==> src/rtl/automat_core.sv <==
// automat_core: coin-operated vending automaton.
// Accepts 1/2/5-unit coins, dispenses one product once the credit reaches
// PRICE, then pays out change as 2-unit and 1-unit coin pulses.
// Optional feature macro: AUTOMAT_EDGE_DET_EN -- when defined, a coin counts
// only on the rising edge of its input; otherwise a coin input that is high
// at a clock edge in IDLE counts once per edge.
// state_dbg mirrors the FSM state register for observation.
module automat_core #(
    parameter int PRICE = 3
) (
    input  logic       clk,
    input  logic       rst_n,
    input  logic       b1,
    input  logic       b2,
    input  logic       b3,
    output logic       eb1,
    output logic       eb2,
    output logic       ebs,
    output logic [3:0] rest,
    output logic [1:0] state_dbg
);

    typedef enum logic [1:0] {
        IDLE   = 2'd0,
        VEND   = 2'd1,
        CHANGE = 2'd2
    } state_t;

    localparam logic [3:0] PRICE_U = 4'(PRICE);

    state_t     state;
    logic [3:0] credit;
    logic       c1;
    logic       c2;
    logic       c3;
    logic [3:0] coin_val;
    logic [3:0] sum;

`ifdef AUTOMAT_EDGE_DET_EN
    logic [2:0] hist;

    // Input history runs in every state so a level held through VEND/CHANGE
    // is not seen as a fresh coin when the FSM returns to IDLE.
    always_ff @(posedge clk or negedge rst_n) begin
        if (!rst_n) begin
            hist <= 3'b000;
        end else begin
            hist <= {b3, b2, b1};
        end
    end

    assign c1 = b1 & ~hist[0];
    assign c2 = b2 & ~hist[1];
    assign c3 = b3 & ~hist[2];
`else
    assign c1 = b1;
    assign c2 = b2;
    assign c3 = b3;
`endif

    // One coin per cycle, 5 beats 2 beats 1; the others are dropped.
    always_comb begin
        coin_val = 4'd0;
        if (c3) begin
            coin_val = 4'd5;
        end else if (c2) begin
            coin_val = 4'd2;
        end else if (c1) begin
            coin_val = 4'd1;
        end
    end

    // credit <= PRICE-1 <= 9, so credit + 5 <= 14 never wraps.
    assign sum = credit + coin_val;

    assign state_dbg = state;

    // Main FSM: credit collection, one-cycle dispense, change payout.
    // The payout pulse is issued on the same edge that leaves VEND, and the
    // FSM falls back to IDLE on the edge after rest has reached 0.
    always_ff @(posedge clk or negedge rst_n) begin
        if (!rst_n) begin
            state  <= IDLE;
            credit <= 4'd0;
            rest   <= 4'd0;
            eb1    <= 1'b0;
            eb2    <= 1'b0;
            ebs    <= 1'b0;
        end else begin
            eb1 <= 1'b0;
            eb2 <= 1'b0;
            ebs <= 1'b0;
            case (state)
                IDLE: begin
                    if (coin_val != 4'd0) begin
                        if (sum >= PRICE_U) begin
                            credit <= 4'd0;
                            rest   <= sum - PRICE_U;
                            ebs    <= 1'b1;
                            state  <= VEND;
                        end else begin
                            credit <= sum;
                        end
                    end
                end
                VEND, CHANGE: begin
                    // Coins arriving here are ignored.
                    if (rest >= 4'd2) begin
                        eb2   <= 1'b1;
                        rest  <= rest - 4'd2;
                        state <= CHANGE;
                    end else if (rest == 4'd1) begin
                        eb1   <= 1'b1;
                        rest  <= 4'd0;
                        state <= CHANGE;
                    end else begin
                        state <= IDLE;
                    end
                end
                default: begin
                    state <= IDLE;
                end
            endcase
        end
    end

endmodule

==> config.mk <==
export PLATFORM = sky130hd
export DESIGN_NAME = automat_core
export DESIGN_NICKNAME = d
export VERILOG_FILES = /design/src/rtl/automat_core.sv
export SDC_FILE = /design/constraint.sdc
export NUM_CORES = 1
export LEC_CHECK = 0
export BUFFER_PORTS_ARGS = -buffer_cell sky130_fd_sc_hd__buf_2
export CORE_MARGIN = 2
export CORE_UTILIZATION = 53
export DETAILED_ROUTE_END_ITERATION = 8
export GPL_TIMING_DRIVEN = 0
export PLACE_DENSITY_LB_ADDON = 0.12
export SYNTH_ARGS = -nofsm -noshare
export SYNTH_HDL_FRONTEND = slang
export SYNTH_SLANG_ARGS = --single-unit
==> constraint.sdc <==
create_clock -name clk -period 2.9 [get_ports clk]
set_input_delay 0.58 -clock clk [delete_from_list [all_inputs] [get_ports clk]]
set_output_delay 0.58 -clock clk [all_outputs]
set_load 0.05 [all_outputs]
==> run metrics, run 1 <==
outcome completed; final worst slack 188 ps; DRT Pass-1 Iters 4; vias in the first global route 582; Max stage delay cell, worst path fa_1; max_cap viols 0; Setup crit end kind flip-flop; I/O pin count 14; Post-CTS Setup Bufs 0; crit path cell chain buf_2, inv_1, a21o_1, ha_1, fa_1, ha_1, nand3b_1, a211oi_1, a221o_1, or2_4, o32ai_2; Initial Util 0.562; worst slew pin tran roughly 530 ps; RSZ-0062 raised after global routing no; global-route wire length before repair approximately 2.6 mm; fin. max-slew vios 0; total via count in the routed design approximately 670; Mapped Nets 98; diode count 0; hpwl dp between 1 and 1.5 mm; Yosys cell types 32; Main synth FF type dfrtp_1; Cells after Synth 86; buffers added on ports 13; Chip Width roughly 44 um; Clock Sink Count 13; Crit Path Category primary input to flip-flop; most frequent cells in the layout 13 x dfrtp_1, 13 x buf_2, 9 x inv_1; final setup fails 0; largest net degree at the start of global routing 14; Worst-Skew Late Latency 270 ps; final hold viol count 0; f_max around 370 MHz; Critical Path AT between 2000 and 3000 ps; DR DRC count 0; overall routing resource usage 0.184; H-tree levels 1; Clock Pin Slew Worst Setup and Hold Paths ~80 ps; pre-CTS setup slack -75.6 ps; Crit path top cell by count ha_1; DRT antenna net count 0; number of synthesis warnings 0; die area approximately 1900 um^2; Max transition margin 0.641; #FFs+latches synth 13; via/cell ratio 5.60; crit path time final approximately 2700 ps; CP max stage delay approximately 550 ps; Syn Std Cell Area between 800 and 900 um^2; # resized after CTS 0; Die Y between 40 and 50 um; layout cell share with drive strength beyond 1 0.194; CP startpoint kind primary input; Layout area overhead 13.3%; initial antenna violation count 0; Worst Hold Class primary input to async pin; NumNets Final 116; Congestion Overflow GR 0; wire per inst roughly 13 um; floorplan row count 14; Hold-fix buffers, CTS 0; worst-path maximum fanout 4; Iteration-0 DRC Markers 21; CORE AREA between 1000 and 1500 um^2; CTS tree built; final WL approximately 1.5 mm; clock tree buffer depth 2; CTS Buf Count 3; Clock Skews about 11 ps; Tcrit/Tclk final 0.935; Seq/Total Area, Yosys 0.389; GPL Wtd Cong 0.854; EDFF count, synth 0; Mean Syn Cell Area about 9.7 um^2; fraction of registers with async set/reset 1.00; Crit path required time just over 3000 ps; CTS Root Cell clkbuf_4
## state kept, by name, summed over array words and instances, names as in the netlist
signal     count
eb2            1
rest           4
eb1            1
ebs            1
credit         4
state_dbg      2
## layout make-up
| cell class | count | area, um^2 |
|---|---|---|
| Inverter | 9 | 33.8 |
| Sequential cell | 13 | 325 |
| Tap cell | 16 | 20.0 |
| Timing Repair Buffer | 13 | 65.1 |
| Multi-Input combinational cell | 62 | 467 |
| Buffer | 2 | 11.3 |
| Fill cell | 122 | 541 |
| Clock buffer | 4 | 26.3 |
## logic make-up after synthesis
logic type | Yosys count | synth area share
adder cells (fa/ha/maj) | 7 | 0.114
AO/OA/AOI/OAI | 25 | 0.205
AND/OR/NAND/NOR | 25 | 0.158
flip-flops | 13 | 0.389
buffers and inverters | 11 | 0.0538
multiplexers | 2 | 0.0239
XOR/XNOR | 3 | 0.0568
## metrics by stage
stage / util / TNS [ps] / hold slack (ps) / instance area [um^2] / cells
6_report: 0.637 / 0 / 173 / 948 / 119
2_1_floorplan: - / 0 / 284 / 837 / 86
3_5_place_dp: 0.619 / -158 / 474 / 922 / 115
5_1_grt: 0.637 / 0 / 193 / 948 / 119
4_1_cts: 0.637 / 0 / 178 / 948 / 119
3_3_place_gp: 0.619 / -91.3 / 474 / 922 / 115
## Yosys cell counts, types with 3 or more instances
master / number / share of area
a21boi_0: 3 / 0.027
nor3_1: 3 / 0.018
dfrtp_1: 13 / 0.39
a21oi_1: 4 / 0.024
nand2_1: 7 / 0.031
o21ai_0: 7 / 0.042
ha_1: 6 / 0.090
inv_1: 9 / 0.040
nor2_1: 3 / 0.013
and2_1: 3 / 0.022
## critical path, delay by kind of cell
kind / cells / cell delay (ps)
adder cells (fa/ha/maj): 3 / 1010
AO/OA/AOI/OAI: 4 / 740
AND/OR/NAND/NOR: 2 / 410
buffers and inverters: 2 / 150
## layer usage
metal / up-vias / wire length, um / part of all wire / track usage
met2: 14 / 661 / 0.44 / 0.271
met5: - / 0 / 0 / 0
met1: 309 / 773 / 0.51 / 0.273
met4: 0 / 13 / 0.0086 / 0.0545
met3: 2 / 68 / 0.045 / 0.0375
li1: 341 / - / - / -
## worst paths after layout
path | from | depth (start not counted) | slack, ps | end
max | b2 | 11 | 190 | rest[3]
min | rst_n | 1 | 170 | state_dbg[0]
max reg2reg | credit[0] | 8 | 400 | rest[3]
min reg2reg | credit[0] | 2 | 510 | credit[0]
max in group asynchronous | rst_n | 1 | 2500 | rest[0]
min in group clk | credit[0] | 2 | 510 | credit[0]
Power of run 1 is not shown: default switching activity piles up to over one toggle a cycle in this logic, so the estimate is an artifact.
==> inputs of run 2 (changes only) <==
Settings changed: ABC_AREA from default to 1, CORE_UTILIZATION 53 to 54, SLEW_MARGIN from default to 20.
==> run 2 against run 1 <==
Against the previous run: die area is 0.89% lower; via count is 2.6% higher; critical path depth is 1 higher; first-iteration DRC count is 33% lower; global-route usage is 0.92 points higher; fmax is 20% higher; setup slack better by 450 ps; sequential share of layout area is 0.27 points lower; final area is 0.79% higher.
==> run metrics, run 2 <==
outcome completed; floorplan row count 14; EDFF count, synth 0; worst slew pin tran about 300 ps; Reg power frac 0.241; total via count in the routed design between 600 and 700; worst reg2reg path startpoint credit[0]; max_cap viols 0; DRT antenna net count 0; Main synth FF type dfrtp_1; final hold viol count 0; final WL 1.50 mm; Yosys cell types 22; Critical Path AT 2450 ps; Clk pwr share 0.094; GPL Wtd Cong 0.765; global-route wire length before repair 2.71 mm; initial antenna violation count 0; Max transition margin 0.801; crit path time final roughly 2300 ps; switching pwr 0.653 mW; Chip Width around 44 um; layout cell share with drive strength beyond 1 0.277; combinational share of power 0.665; fin. max-slew vios 0; Crit Path Category primary input to flip-flop; die area between 1500 and 2000 um^2; Power per Cell Area between 1000 and 1500 nW/um^2; via/cell ratio about 5.1; Die Y 43.5 um; FF-to-FF path depth 9; Hold-fix buffers, CTS 0; RSZ-0062 raised after global routing no; critical path startpoint b3; CORE AREA roughly 1500 um^2; Clock Sink Count 13; vias in the first global route 680; NumNets Final about 130; count leader, synth nand2_1; Cells after Synth between 100 and 150; most frequent cells in the layout 23 x nand2_1, 14 x inv_1, 13 x dfrtp_1, 13 x buf_2, 8 x o21ai_0; maximum VDD drop around 0.7 mV; f_max roughly 440 MHz; Setup crit end kind flip-flop; Mean Syn Cell Area approximately 8.3 um^2; Iteration-0 DRC Markers 14; Sw Ratio 0.536; Worst-Skew Late Latency between 200 and 300 ps; Seq/Total Area, Yosys 0.385; FF-to-FF setup slack 890 ps; fraction of registers with async set/reset 1.00; Synth area leaders dfrtp_1 39%, nand2_1 10%, ha_1 8.9%, inv_1 6.2%, o21ai_0 4.7%; Crit path required time roughly 3100 ps; Syn Std Cell Area ~840 um^2; Layout area overhead 13.2%; DRT Pass-1 Iters 4; hpwl dp ~1.2 mm; P_leak about 0.52 nW; CP startpoint kind primary input; Synth top area share 0.385; CTS Root Cell clkbuf_4; wire per inst around 11 um; buffers added on ports 13; Cells after DPL 131; CTS Buf Count 3; diode count 0; overall routing resource usage 0.193; I/O pin count 14; Tcrit/Tclk final 0.781; Worst Hold Class primary input to async pin; Fin Setup TNS 0 ps; Internal Power approximately 0.57 mW; # resized after CTS 0; commonest non-fill, non-tap cell in the layout nand2_1; #FFs+latches synth 13; largest net degree at the start of global routing 14; post-route insts no fill ~140; Clock Skews between 1.5 and 2 ps; clock tree buffer depth 2; Clock Pin Slew Worst Setup and Hold Paths 80 ps; number of synthesis warnings 0; Post-CTS Setup Bufs 0; worst-path maximum fanout 4; Mapped Nets about 110; Congestion Overflow GR 0; Initial Util 0.567; most common library cells after synthesis 23 x nand2_1, 14 x inv_1, 13 x dfrtp_1, 8 x o21ai_0, 7 x nor2_1; Synth area leader dfrtp_1; final setup fails 0; DR DRC count 0; H-tree levels 1; CTS tree built
[run 2: changes by cell type after synthesis, sizes merged, moves of 3 or more]
cell and change:
and2 -3, nand3 +6, o21ai +4, nor2 +10, inv +6, nor3 -3
a21boi -3, nand2 +20
[run 2: final timing paths]
check | endpoint
worst min-delay path | credit[3]
worst min register to register | state_dbg[1]
worst max register to register | rest[1]
worst max-delay path | rest[1]
max in group asynchronous | state_dbg[0]
min in group clk | state_dbg[1]
[run 2: kinds of logic after synthesis]
logic type / Yosys count / synth area share
fa+ha+maj: 7 / 0.113
xor+xnor: 2 / 0.0207
buf+inv: 15 / 0.0667
simple gates: 51 / 0.326
flops: 13 / 0.385
compound gates: 14 / 0.0889
[run 2: power by group through the flow]
stage               combinational [mW]  sequential (mW)  clock, mW
floorplan                        0.484            0.471          0
global placement                 0.803            0.297          0
detailed placement               0.811            0.298          0
CTS                              0.816            0.295      0.120
global route                     0.910            0.302      0.124
finish                           0.811            0.294      0.114
[run 2: cell type report]
class | count | area, um^2
well taps | 16 | 20.0
inverters | 15 | 56.3
flip-flops and latches | 13 | 325
fillers | 127 | 533
multi-input cells | 74 | 463
repair buffers | 13 | 65.1
clock buffers | 4 | 26.3
[run 2: layer usage]
metal	up-vias	wire length, um	GRT usage
li1	362	-	-
met1	305	765	0.253
met2	11	652	0.303
met3	5	52	0.0250
met4	0	32	0.115
met5	-	0	0
[run 2: worst max-delay path, cell delays in order]
cell and delay, ps:
buf_2 130, nor2_4 170, nor2_2 60, ha_1 220, fa_1 500, ha_1 260, nor2_4 160, nand4_4 130
nand2_2 100, nor2_2 50, nand2_1 50, nand2_1 40
[run 2: per-stage QoR]
step	setup WS (ps)	hold WS, ps	total power, mW	cell area (um^2)	utilization
final	634	174	1.22	956	0.642
after global routing	499	199	1.34	956	0.642
after CTS	651	179	1.23	956	0.642
after detailed placement	355	490	1.11	930	0.624
after global placement	356	484	1.10	930	0.624
after floorplan	584	284	0.955	845	-
Power figures use the tool's default switching activity.
